==> config.mk <==
export PLATFORM = sky130hd
export DESIGN_NAME = code_lock
export DESIGN_NICKNAME = d
export VERILOG_FILES = /design/src/rtl/lock_pkg.sv /design/src/rtl/btn_pulse.sv /design/src/rtl/code_lock.sv
export SDC_FILE = /design/constraint.sdc
export NUM_CORES = 1
export LEC_CHECK = 0
export ABC_CLOCK_PERIOD_IN_PS = 5100
export BUFFER_PORTS_ARGS = -buffer_cell sky130_fd_sc_hd__buf_2
export CAP_MARGIN = 0
export CORE_AREA = 2 2 103 105
export DETAILED_ROUTE_END_ITERATION = 6
export DIE_AREA = 0 0 105 107
export PLACE_DENSITY_LB_ADDON = 0.25
export SYNTH_ARGS = -nofsm -noshare
export SYNTH_HDL_FRONTEND = slang
export SYNTH_SLANG_ARGS = --single-unit
==> constraint.sdc <==
create_clock -name clk -period 5.1 [get_ports clk]
set_clock_uncertainty 0.05 [all_clocks]
set_input_delay 0.51 -clock clk [delete_from_list [all_inputs] [get_ports clk]]
set_output_delay 0.51 -clock clk [all_outputs]
set_load 0.1 [all_outputs]
==> src/rtl/lock_pkg.sv <==
// Shared types for the code lock: FSM state encoding and digit-width helper.
package lock_pkg;

   typedef enum logic [1:0] {
      IDLE    = 2'd0,
      ENTRY   = 2'd1,
      OPEN    = 2'd2,
      LOCKOUT = 2'd3
   } state_t;

   function automatic int dw(input int n);
      return (n < 2) ? 1 : $clog2(n);
   endfunction

endpackage

==> src/rtl/btn_pulse.sv <==
// W-wide 2-FF synchroniser followed by a registered rising-edge detector.
module btn_pulse #(
   parameter int W = 1
) (
   input  logic         clk,
   input  logic         rst,
   input  logic [W-1:0] raw,
   output logic [W-1:0] pulse
);

   logic [W-1:0] s1, s2, prev;

   always_ff @(posedge clk or negedge rst) begin
      if (!rst) begin
         s1    <= '0;
         s2    <= '0;
         prev  <= '0;
         pulse <= '0;
      end else begin
         s1    <= raw;
         s2    <= s1;
         prev  <= s2;
         pulse <= s2 & ~prev;
      end
   end

endmodule

==> src/rtl/code_lock.sv <==
// Combination lock: digit entry FSM, fail counter, prescaled open/lockout timers.
module code_lock
   import lock_pkg::*;
#(
   parameter int N_BTN         = 4,
   parameter int CODE_LEN      = 4,
   parameter logic [CODE_LEN*$clog2(N_BTN)-1:0] CODE = 8'hE4,
   parameter int MAX_FAIL      = 3,
   parameter int TICK_DIV      = 100_000_000,
   parameter int UNLOCK_TICKS  = 5,
   parameter int LOCKOUT_TICKS = 10
) (
   input  logic                          clk,
   input  logic                          rst,
   input  logic [N_BTN-1:0]              btn,
   input  logic                          lock_req,
   output logic                          unlocked,
   output logic                          locked_out,
   output logic                          ok_pulse,
   output logic                          err_pulse,
   output logic [$clog2(CODE_LEN+1)-1:0] digit_cnt
);

   localparam int DW   = dw(N_BTN);
   localparam int CW   = $clog2(CODE_LEN+1);
   localparam int FW   = $clog2(MAX_FAIL+1);
   localparam int PW   = $clog2(TICK_DIV);
   localparam int TMAX = (UNLOCK_TICKS > LOCKOUT_TICKS) ?
                         UNLOCK_TICKS : LOCKOUT_TICKS;
   localparam int TW   = $clog2(TMAX+1);

   localparam logic [CW-1:0] D_LAST = CW'(CODE_LEN-1);
   localparam logic [FW-1:0] F_MAX  = FW'(MAX_FAIL);
   localparam logic [PW-1:0] P_LAST = PW'(TICK_DIV-1);
   localparam logic [TW-1:0] U_LAST = TW'(UNLOCK_TICKS-1);
   localparam logic [TW-1:0] L_LAST = TW'(LOCKOUT_TICKS-1);

   state_t        state, nxt;
   logic [N_BTN-1:0] pbtn;
   logic          plock;
   logic [DW-1:0] dig, exp_dig;
   logic          press, bad, acc, tick;
   logic          mis_q, mis_n;
   logic [CW-1:0] dcnt_n;
   logic [FW-1:0] fail_cnt, fail_n, fail_inc;
   logic          ok_n, err_n;
   logic [PW-1:0] presc;
   logic [TW-1:0] tcnt;

   btn_pulse #(.W(N_BTN)) u_btn (
      .clk   (clk),
      .rst   (rst),
      .raw   (btn),
      .pulse (pbtn)
   );

   btn_pulse #(.W(1)) u_lock (
      .clk   (clk),
      .rst   (rst),
      .raw   (lock_req),
      .pulse (plock)
   );

   // Encoded digit and the code digit expected at the current position
   always_comb begin
      dig     = '0;
      exp_dig = '0;
      for (int i = 0; i < N_BTN; i++)
         if (pbtn[i]) dig = DW'(i);
      for (int k = 0; k < CODE_LEN; k++)
         if (digit_cnt == CW'(k)) exp_dig = CODE[k*DW +: DW];
   end

   assign press    = |pbtn;
   assign bad      = !$onehot(pbtn) || (dig != exp_dig);
   assign acc      = bad || ((state == ENTRY) && mis_q);
   assign tick     = (presc == P_LAST);
   assign fail_inc = (fail_cnt == F_MAX) ? fail_cnt : fail_cnt + 1'b1;

   always_comb begin
      nxt    = state;
      dcnt_n = digit_cnt;
      mis_n  = mis_q;
      fail_n = fail_cnt;
      ok_n   = 1'b0;
      err_n  = 1'b0;
      unique case (state)
         IDLE, ENTRY: begin
            if (press) begin
               if (digit_cnt == D_LAST) begin
                  dcnt_n = '0;
                  mis_n  = 1'b0;
                  if (!acc) begin
                     nxt    = OPEN;
                     ok_n   = 1'b1;
                     fail_n = '0;
                  end else begin
                     err_n  = 1'b1;
                     fail_n = fail_inc;
                     nxt    = (fail_inc == F_MAX) ? LOCKOUT : IDLE;
                  end
               end else begin
                  nxt    = ENTRY;
                  dcnt_n = digit_cnt + 1'b1;
                  mis_n  = acc;
               end
            end
         end
         OPEN: begin
            if (plock || (tick && tcnt == U_LAST))
               nxt = IDLE;
         end
         LOCKOUT: begin
            if (tick && tcnt == L_LAST) begin
               nxt    = IDLE;
               fail_n = '0;
            end
         end
         default: nxt = IDLE;
      endcase
   end

   always_ff @(posedge clk or negedge rst) begin
      if (!rst) begin
         state     <= IDLE;
         digit_cnt <= '0;
         mis_q     <= 1'b0;
         fail_cnt  <= '0;
         ok_pulse  <= 1'b0;
         err_pulse <= 1'b0;
      end else begin
         state     <= nxt;
         digit_cnt <= dcnt_n;
         mis_q     <= mis_n;
         fail_cnt  <= fail_n;
         ok_pulse  <= ok_n;
         err_pulse <= err_n;
      end
   end

   // Timers restart on every state change so windows are exact
   always_ff @(posedge clk or negedge rst) begin
      if (!rst) begin
         presc <= '0;
         tcnt  <= '0;
      end else if (nxt != state) begin
         presc <= '0;
         tcnt  <= '0;
      end else if (tick) begin
         presc <= '0;
         if (state == OPEN || state == LOCKOUT)
            tcnt <= tcnt + 1'b1;
      end else begin
         presc <= presc + 1'b1;
      end
   end

   assign unlocked   = (state == OPEN);
   assign locked_out = (state == LOCKOUT);

endmodule

==> run_results.csv, run 1 <==
group,metric,value,unit
global_routing,gr-total-overflow,0,
timing,slew_viol_final,0,
final_layout,final_nets,321,
logic_synthesis,synth_edf_count,0,
clock_tree,cts.clk_slew.worst_paths,80,ps
logic_synthesis,syn_inst,286,
logic_synthesis,syn-num-nets,304,
hold_path,holdCritStartpoint,"btn[1]",
drt,wirelength,5650,um
die,die_h,107,um
logic_synthesis,syn_area_per_cell,10.4,sq um
timing,hold_viol_final,0,
clock_tree,clock_sinks,61,
placement,dp_hpwl,3710,um
timing,rsz0062_at_grt,"false",
logic_synthesis,synth_seq_cells,61,
job,cap_violations,0,
timing,timing.hold.ws,207,ps
pwr,powerDensity,433,nW/um^2
hold_path,hold_path_end,"u_btn.s1[1]$_DFF_PN0_",
logic_synthesis,yosysTopAreaCell,"dfrtp_1",
logic_synthesis,synthTopCellsByArea,"dfrtp_1, xnor2_1, nor4_1",
global_routing,grt_pass1_wl,9710,um
timing,finalSetupTns,0,ps
final_layout,diodes,0,
die,placementRows,37,
drt,drt_iter0_markers,73,
logic_synthesis,synthFlopType,"dfrtp_1",
timing,worst_pin_slew,774,ps
critical_path,arrival,3320,ps
run_status,status,"finished, final reports clean",
critical_path,cp.required,5250,ps
timing,slew_headroom,48.3,%
final_layout,fillerInstances,1064,
critical_path,cp_cell_sequence,"inv_1, fa_1, inv_1, ha_1, ha_1, nor4bb_1, o2bb2ai_1, nand3b_1, a21oi_2, nor4_1",
global_routing,grt_pass1_vias,1997,
final_layout,drive_above_1_share,12.3,%
critical_path,rrSetupSlack,1930,ps
critical_path,reg2reg_depth,10,
timing,period_share,62.1,%
logic_synthesis,synth-async-reset-ratio,100,%
logic_synthesis,seq_area_frac_synth,51.5,%
logic_synthesis,synthTopCellsByCount,"dfrtp_1, nor2_1, nor4_1, nand2_1, xnor2_1",
die,initial_core_util,29.4,%
pwr,switchingPower,0.608,mW
logic_synthesis,ys_warn_count,0,
clock_tree,ctsHtreeMaxLevel,3,
drt,viasPerCell,4.73,
drt,vias,2099,
pwr,clockPowerShare,27.2,%
timing,min_period,3170,ps
placement,io_buffers,13,
global_routing,use_met2,15.3,%
placement,place.gp.congestion,0.735,
drt,firstDrtPassIters,4,
clock_tree,postCtsHoldBufs,0,
pwr,intPower,0.841,mW
timing,fmax,316,MHz
placement,dp_cells,428,
critical_path,critPathKind,"flop to flop",
logic_synthesis,synth_most_common_cell,"dfrtp_1",
pwr,ir_drop,0.000132,V
drt,post_drt_wl_per_cell,12.7,um
die,die_w,105,um
clock_tree,cts_root_buf,"clkbuf_8",
logic_synthesis,syn_area,2970,sq um
critical_path,rr_endpoint,"tcnt[1]$_DFFE_PN0P_",
clock_tree,cts_max_path_buffers,2,
die,boundaryPins,14,
pwr,seqPwrFrac,40.9,%
pwr,power.leakage,1.43,nW
final_layout,syn_to_final_growth,12.9,%
logic_synthesis,synth_top_area_share,51.5,%
global_routing,grt_max_degree,62,
final_layout,final_core_util,33.2,%
global_routing,track_usage,11.0,%
clock_tree,cts_tree,"done",
clock_tree,cts_made_buffers,9,
critical_path,r2r_start,"u_btn.pulse[3]$_DFF_PN0_",
global_routing,busiest_layer,"met1",
drt,antenna_left,0,
final_layout,final_cells,444,
timing,setup_violations,0,
hold_path,hold_path_depth,1,
hold_path,min_path_type,"input pin to flop",
critical_path,max_stage_delay,590,ps
global_routing,antenna_found_initial,0,
clock_tree,clkLatencyLatePin,350,ps
logic_synthesis,yosysUniqueCellTypes,45,
critical_path,slowest_stage,"a21oi_2",
critical_path,cp-end-kind,"flop",
clock_tree,ctsResizeCount,0,
critical_path,cp_max_fo,15,
global_routing,grtUsageMet1,15.7,%
drt,drc,0,
die,core,10100,sq um
global_routing,use_met3,2.80,%
critical_path,startpoint_type,"flop",
pwr,switching_share,42.0,%
clock_tree,post_cts_buffers,0,
die,dieArea,11200,sq um
pwr,power_frac_comb,31.8,%
## routing by layer
| layer | vias to the layer above | share of wire (%) |
|---|---|---|
| met5 | - | 0 |
| met4 | 0 | 1.9 |
| met3 | 9 | 3.0 |
| met2 | 25 | 42 |
| met1 | 1007 | 53 |
| li1 | 1058 | - |
## final cells by class
cell class / instances / area (sq um) / share of cell area [%]
sequential: 61 / 1530 / 45.6
multi-input combinational: 202 / 1340 / 40.0
tap: 136 / 170 / 5.08
clock buffer: 9 / 124 / 3.70
timing repair buffer: 14 / 72.6 / 2.17
clock inverter: 7 / 58.8 / 1.76
inverter: 15 / 56.3 / 1.68
## sequential cells by signal (all words and copies together), names as in the netlist
| signal | cells |
|---|---|
| u_btn.prev | 4 |
| err_pulse | 1 |
| mis_q | 1 |
| digit_cnt | 3 |
| u_btn.s1 | 4 |
| fail_cnt | 2 |
| presc | 27 |
| state | 2 |
| u_lock.s2 | 1 |
| u_btn.pulse | 4 |
| u_lock.pulse | 1 |
| ok_pulse | 1 |
| tcnt | 4 |
| u_btn.s2 | 4 |
| u_lock.prev | 1 |
| u_lock.s1 | 1 |
## cell usage in the layout, fill, tap and decap left out, types with 3 or more instances in the layout
cell type  count
o21ai_0        4
nor2_1        33
ha_1          10
inv_1         15
xnor2_1       17
xor2_1        10
nand2_1       17
nor2b_1        7
nor4bb_1       3
a21oi_1        6
and3_1         3
nand4_1       10
or3_1          3
dfrtp_1       61
clkinv_4       3
buf_2         13
clkbuf_8       9
nor4_1        23
nand3_1       16
a211oi_1       3
nor3_1         9
and4_1         4
## how the worst max path moves through the flow
stage	startpoint	to	slack, ps	cells after the start
floorplan	state[1]$_DFF_PN0_	presc[15]$_DFF_PN0_	2030	6
global placement	u_btn.pulse[3]$_DFF_PN0_	tcnt[2]$_DFFE_PN0P_	2010	10
detailed placement	u_btn.pulse[3]$_DFF_PN0_	presc[2]$_DFF_PN0_	1930	10
CTS	u_btn.pulse[3]$_DFF_PN0_	tcnt[1]$_DFFE_PN0P_	1920	10
global route	u_btn.pulse[3]$_DFF_PN0_	tcnt[3]$_DFFE_PN0P_	1630	10
finish	u_btn.pulse[3]$_DFF_PN0_	tcnt[1]$_DFFE_PN0P_	1930	10
## per-stage QoR
| step | cell area (sq um) | power [mW] | setup slack [ps] |
|---|---|---|---|
| CTS | 3350 | 1.47 | 1920 |
| finish | 3350 | 1.45 | 1930 |
| floorplan | 2970 | 0.972 | 2030 |
| global route | 3350 | 1.55 | 1630 |
| detailed placement | 3170 | 1.07 | 1930 |
| global placement | 3170 | 1.07 | 2010 |
## cells by family after synthesis
family / after synthesis / synth area share [%]
buffers and inverters: 23 / 3.33
and+or+nand+nor: 139 / 26.0
DFF: 61 / 51.5
muxes: 1 / 0.338
AOI/OAI and AO/OA: 24 / 5.99
xor gates and xnor gates: 27 / 7.97
adders and majority gates: 11 / 4.89
## worst max-delay path: cells and delay by family (launching register included)
family	cells	cell delay [ps]
AND/OR/NAND/NOR	3	610
AO/OA/AOI/OAI	2	800
adder cells (fa/ha/maj)	3	950
flip-flops	1	420
buffers and inverters	2	170
## power groups by stage
| stage | Sequential, mW | Combinational (mW) | Clock (mW) |
|---|---|---|---|
| after floorplan | 0.654 | 0.318 | 0 |
| after global placement | 0.602 | 0.464 | 0 |
| after detailed placement | 0.602 | 0.464 | 0 |
| after CTS | 0.593 | 0.466 | 0.409 |
| after global routing | 0.603 | 0.511 | 0.432 |
| final | 0.593 | 0.461 | 0.394 |
No activity file was read; power rests on OpenSTA's default activity.
==> run 2: changes to the inputs <==
--- a/config.mk
+++ b/config.mk
@@ -5,7 +5,7 @@
 export SDC_FILE = /design/constraint.sdc
 export NUM_CORES = 1
 export LEC_CHECK = 0
-export ABC_CLOCK_PERIOD_IN_PS = 5100
+export ABC_CLOCK_PERIOD_IN_PS = 2570
 export BUFFER_PORTS_ARGS = -buffer_cell sky130_fd_sc_hd__buf_2
 export CAP_MARGIN = 0
 export CORE_AREA = 2 2 103 105
==> constraint.sdc (replaced) <==
create_clock -name clk -period 2.57 [get_ports clk]
set_clock_uncertainty 0.05 [all_clocks]
set_input_delay 0.257 -clock clk [delete_from_list [all_inputs] [get_ports clk]]
set_output_delay 0.257 -clock clk [all_outputs]
set_load 0.1 [all_outputs]
==> run 2 against run 1 <==
Die area stayed put. Fmax rose by 25%. Final cell count is 5.0% higher. Clock power grew 140%. Highest routed layer unchanged. Power rose by 120%. Flip-flop and latch count unchanged. Critical path depth increased by 1. Combinational power grew 150%. Register-to-register slack got worse by 1900 ps. Setup slack lost 1900 ps. Non-clock buffer count up 22. Sequential share of layout area down 4.4 points.
==> run_results.csv, run 2 (same netlist as run 1, synthesis figures left out) <==
group,metric,value,unit
final_layout,regMostFlops,"presc",
run_status,status,"finished, final reports clean",
drt,antenna_left,0,
timing,timing.hold.ws,299,ps
timing,worst_pin_slew,778,ps
global_routing,track_usage,11.7,%
pwr,switching_share,38.2,%
clock_tree,clock_sinks,61,
drt,viasPerCell,4.73,
die,boundaryPins,14,
timing,fin_ws,39.9,ps
drt,wirelength,5950,um
pwr,intPower,2.00,mW
hold_path,min_path_type,"flop to flop",
final_layout,final_common_cell,"dfrtp_1",
job,cap_violations,0,
global_routing,grt_pass1_vias,2148,
clock_tree,clkLatencyLatePin,330,ps
clock_tree,ctsHtreeMaxLevel,3,
timing,slew_headroom,48.1,%
die,placementRows,37,
drt,firstDrtPassIters,4,
final_layout,final_cell_mix,"dfrtp_1, nor2_1, nand2_1, xnor2_1, nand3_1",
drt,post_drt_wl_per_cell,12.8,um
pwr,seqPwrFrac,35.9,%
timing,hold_viol_final,0,
pwr,clockPowerShare,29.2,%
clock_tree,cts_root_buf,"clkbuf_8",
final_layout,final_nets,343,
die,die_w,105,um
global_routing,gr-total-overflow,0,
die,die_h,107,um
clock_tree,cts_tree,"done",
placement,io_buffers,13,
die,core,10100,sq um
pwr,switchingPower,1.24,mW
die,dieArea,11200,sq um
timing,fmax,395,MHz
clock_tree,cts_made_buffers,9,
drt,vias,2206,
placement,place.gp.congestion,0.757,
die,initial_core_util,29.4,%
final_layout,syn_to_final_growth,24.9,%
placement,dp_hpwl,4060,um
clock_tree,cts_max_path_buffers,2,
final_layout,drive_above_1_share,21.2,%
global_routing,antenna_found_initial,0,
final_layout,largest_register_ffs,27,
global_routing,grt_max_degree,37,
timing,rsz0062_at_grt,"true",
critical_path,startpoint_type,"flop",
timing,setup_violations,0,
timing,slew_viol_final,0,
pwr,powerDensity,877,nW/um^2
critical_path,cp_max_fo,7,
critical_path,arrival,2700,ps
final_layout,diodes,0,
timing,period_share,98.4,%
pwr,power.leakage,1.57,nW
global_routing,grt_pass1_wl,10400,um
critical_path,critPathKind,"flop to flop",
drt,drc,0,
critical_path,cp.required,2740,ps
clock_tree,cts.clk_slew.worst_paths,70,ps
pwr,power_frac_comb,34.9,%
critical_path,cp-end-kind,"flop",
timing,min_period,2530,ps
pwr,ir_drop,0.000295,V
placement,pre_cts_slack,13.7,ps
drt,drt_iter0_markers,109,
[run 2: final timing paths]
| check | start | to | depth (start not counted) | slack [ps] |
|---|---|---|---|---|
| min reg2reg | u_btn.s1[1]$_DFF_PN0_ | u_btn.s2[1]$_DFF_PN0_ | 0 | 300 |
| max | u_btn.pulse[3]$_DFF_PN0_ | tcnt[0]$_DFFE_PN0P_ | 11 | 40 |
| max reg2reg | u_btn.pulse[3]$_DFF_PN0_ | tcnt[0]$_DFFE_PN0P_ | 11 | 40 |
| min | u_btn.s1[1]$_DFF_PN0_ | u_btn.s2[1]$_DFF_PN0_ | 0 | 300 |
| max in group asynchronous | rst | presc[3]$_DFF_PN0_ | 3 | 1290 |
| min in group asynchronous | rst | u_btn.pulse[2]$_DFF_PN0_ | 2 | 490 |
[run 2: layout make-up]
| type | count | area, sq um |
|---|---|---|
| Tap cell | 136 | 170 |
| Clock inverter | 7 | 98.8 |
| Fill cell | 1036 | 6390 |
| Sequential cell | 61 | 1530 |
| Multi-Input combinational cell | 202 | 1430 |
| Timing Repair Buffer | 36 | 298 |
| Clock buffer | 9 | 124 |
| Inverter | 15 | 56.3 |
[run 2: worst max-delay path, cell delays in order, from the launching register on]
cell	delay, ps
dfrtp_1	360
inv_2	50
fa_1	490
inv_1	50
ha_2	180
ha_4	220
nor4bb_4	320
o2bb2ai_2	160
nand3b_1	110
a21oi_2	200
buf_6	170
nor4_2	60
[run 2: metrics by stage]
step           instance area (sq um)  cells  TNS [ps]  util (%)  total power [mW]
6_report                        3700    466         0      36.7              3.25
5_1_grt                         3700    466     -1840      36.7              3.47
4_1_cts                         3620    463     -10.5      35.9              3.26
3_5_place_dp                    3340    441         0      33.1              2.28
3_3_place_gp                    3340    441         0      33.1              2.27
2_1_floorplan                   3020    286      -144         -              1.97
[run 2: layer usage]
layer,vias up,track usage (%),routed length (um)
met5,-,0,0
met4,0,5.14,74
met3,6,2.80,138
met2,23,17.5,2710
met1,1078,16.0,3030
li1,1099,-,-
[run 2: timing repair]
item | CTS | global route
endpoints found under the hold margin | 39 | 0
gates resized for setup | 0 | 12
pin swaps | 0 | 6
endpoints found under the setup margin | 2 | 31
buffers inserted | 0 | 3
hold buffers | 6 | 0
[run 2: power by group through the flow]
stage,clock (mW),sequential (mW),combinational (mW)
after floorplan,0,1.30,0.667
after global placement,0,1.18,1.09
after detailed placement,0,1.18,1.10
after CTS,0.988,1.16,1.11
after global routing,1.04,1.18,1.25
final,0.948,1.16,1.13
==> run 3: changes to the inputs <==
--- a/config.mk
+++ b/config.mk
@@ -12,6 +12,7 @@
 export DETAILED_ROUTE_END_ITERATION = 6
 export DIE_AREA = 0 0 105 107
 export PLACE_DENSITY_LB_ADDON = 0.25
+export SETUP_SLACK_MARGIN = 0.1
 export SYNTH_ARGS = -nofsm -noshare
 export SYNTH_HDL_FRONTEND = slang
 export SYNTH_SLANG_ARGS = --single-unit
==> run 3 against run 2 <==
Clock power increased by 1%. Clock-buffer cell count unchanged. Flip-flop and latch count unchanged. Sequential power about the same. Register-to-register slack improved by 30 ps. Combinational power about the same. Utilization decreased by 0.56 points. Cell area decreased by 1.5%. Sequential share of layout area increased by 0.71 points. Die area unchanged. Critical path depth unchanged. Largest power group unchanged.
==> run_results.csv, run 3 (same netlist as run 1, synthesis figures left out) <==
group,metric,value,unit
timing,timing.hold.ws,299,ps
drt,drt_iter0_markers,124,
drt,post_drt_wl_per_cell,12.6,um
die,initial_core_util,29.4,%
global_routing,grt_pass1_wl,10200,um
global_routing,grt_pass1_vias,2171,
timing,finalSetupTns,0,ps
clock_tree,cts.clk_slew.worst_paths,70,ps
critical_path,critPathKind,"flop to flop",
die,core,10100,sq um
critical_path,critPathTopFamily,"adder cells",
final_layout,drive_above_1_share,19.0,%
critical_path,max_stage_delay,510,ps
placement,dp_hpwl,3970,um
drt,firstDrtPassIters,4,
critical_path,cp_num_buf_inv,3,
drt,wirelength,5800,um
final_layout,final_common_cell,"dfrtp_1",
drt,drc,0,
critical_path,startpoint_type,"flop",
clock_tree,ctsHtreeMaxLevel,3,
job,cap_violations,0,
placement,io_buffers,13,
global_routing,gr-total-overflow,0,
final_layout,final_nets,339,
final_layout,regMostFlops,"presc",
timing,period_share,97.3,%
clock_tree,cts_made_buffers,9,
drt,antenna_left,0,
timing,hold_viol_final,0,
final_layout,largest_register_ffs,27,
pwr,power.leakage,1.54,nW
timing,min_period,2500,ps
critical_path,arrival,2680,ps
pwr,powerDensity,886,nW/um^2
die,die_w,105,um
clock_tree,clock_sinks,61,
die,placementRows,37,
die,die_h,107,um
die,boundaryPins,14,
run_status,status,"finished, final reports clean",
timing,rsz0062_at_grt,"true",
final_layout,syn_to_final_growth,23.0,%
final_layout,diodes,0,
critical_path,r2r_start,"u_btn.pulse[3]$_DFF_PN0_",
clock_tree,post_cts_buffers,0,
timing,fmax,400,MHz
placement,place.gp.congestion,0.749,
timing,worst_pin_slew,743,ps
die,dieArea,11200,sq um
critical_path,cp_max_fo,15,
clock_tree,cts_tree,"done",
clock_tree,cts_root_buf,"clkbuf_8",
final_layout,fillerInstances,1065,
drt,vias,2163,
clock_tree,clkLatencyLatePin,340,ps
timing,setup_violations,0,
critical_path,cp.required,2750,ps
timing,slew_viol_final,0,
final_layout,final_core_util,36.1,%
timing,slew_headroom,50.5,%
critical_path,cp_cell_sequence,"inv_2, fa_1, inv_2, ha_4, ha_4, nor4bb_4, o2bb2ai_2, nand3b_1, a21oi_2, buf_12, nor4_1",
critical_path,cp-end-kind,"flop",
global_routing,grt_max_degree,34,
hold_path,min_path_type,"flop to flop",
global_routing,track_usage,11.6,%
pwr,ir_drop,0.000306,V
final_layout,final_cell_mix,"dfrtp_1, nor2_1, nor4_1",
critical_path,slowest_stage,"fa_1",
drt,viasPerCell,4.68,
hold_path,holdCritStartpoint,"u_btn.s1[3]$_DFF_PN0_",
global_routing,antenna_found_initial,0,
clock_tree,cts_max_path_buffers,2,
critical_path,critPathLaunch,"u_btn.pulse[3]$_DFF_PN0_",
run 3: cell types whose count changed in the layout (fill, tap and decap cells not counted), moves of 2 or more:
cell,change
buf_4,-3
buf_6,-2
dfrtp_1,-2
dfrtp_2,+2
nor4_1,+7
nor4_2,-7
run 3: timing repair:
item                                   4_1_cts  5_1_grt
hold buffers                                 6        0
pin swaps                                    2        0
resized for setup                            0        6
setup endpoints to repair                   31       32
endpoints found under the hold margin       36        0
run 3: layout make-up:
cell class / instances / area [sq um] / share of cell area [%]
Sequential cell: 61 / 1530 / 41.9
Multi-Input combinational cell: 202 / 1400 / 38.3
Timing Repair Buffer: 32 / 273 / 7.48
Tap cell: 136 / 170 / 4.67
Clock buffer: 9 / 124 / 3.40
Clock inverter: 7 / 98.8 / 2.71
Inverter: 15 / 56.3 / 1.54
run 3: layer usage:
| metal | vias to the layer above | track usage [%] | wire length [um] |
|---|---|---|---|
| li1 | 1094 | - | - |
| met1 | 1034 | 15.4 | 2950 |
| met2 | 27 | 17.6 | 2590 |
| met3 | 8 | 3.10 | 150 |
| met4 | 0 | 5.24 | 114 |
| met5 | - | 0 | 0 |
run 3: path summary, 6_finish.rpt:
check                                         to  slack [ps]  depth (start not counted)
setup / recovery             tcnt[1]$_DFFE_PN0P_          70                         11
hold / removal             u_btn.s2[3]$_DFF_PN0_         300                          0
setup reg to reg             tcnt[1]$_DFFE_PN0P_          70                         11
hold reg to reg            u_btn.s2[3]$_DFF_PN0_         300                          0
max in group asynchronous    tcnt[2]$_DFFE_PN0P_        1290                          3
min in group asynchronous  u_btn.s1[0]$_DFF_PN0_         480                          2
run 3: power by group:
part,internal [mW],switching (mW)
Combinational,0.384,0.723
Clock,0.550,0.408
Sequential,1.07,0.0956
run 3: per-stage QoR:
step / instances / cell area (sq um) / total power, mW / setup WS (ps)
after floorplan: 286 / 3020 / 1.98 / -17.7
after global placement: 440 / 3350 / 2.28 / 51.7
after detailed placement: 440 / 3350 / 2.29 / 28.0
after CTS: 462 / 3630 / 3.27 / 39.4
after global routing: 462 / 3650 / 3.43 / -63.9
final: 462 / 3650 / 3.23 / 70.4
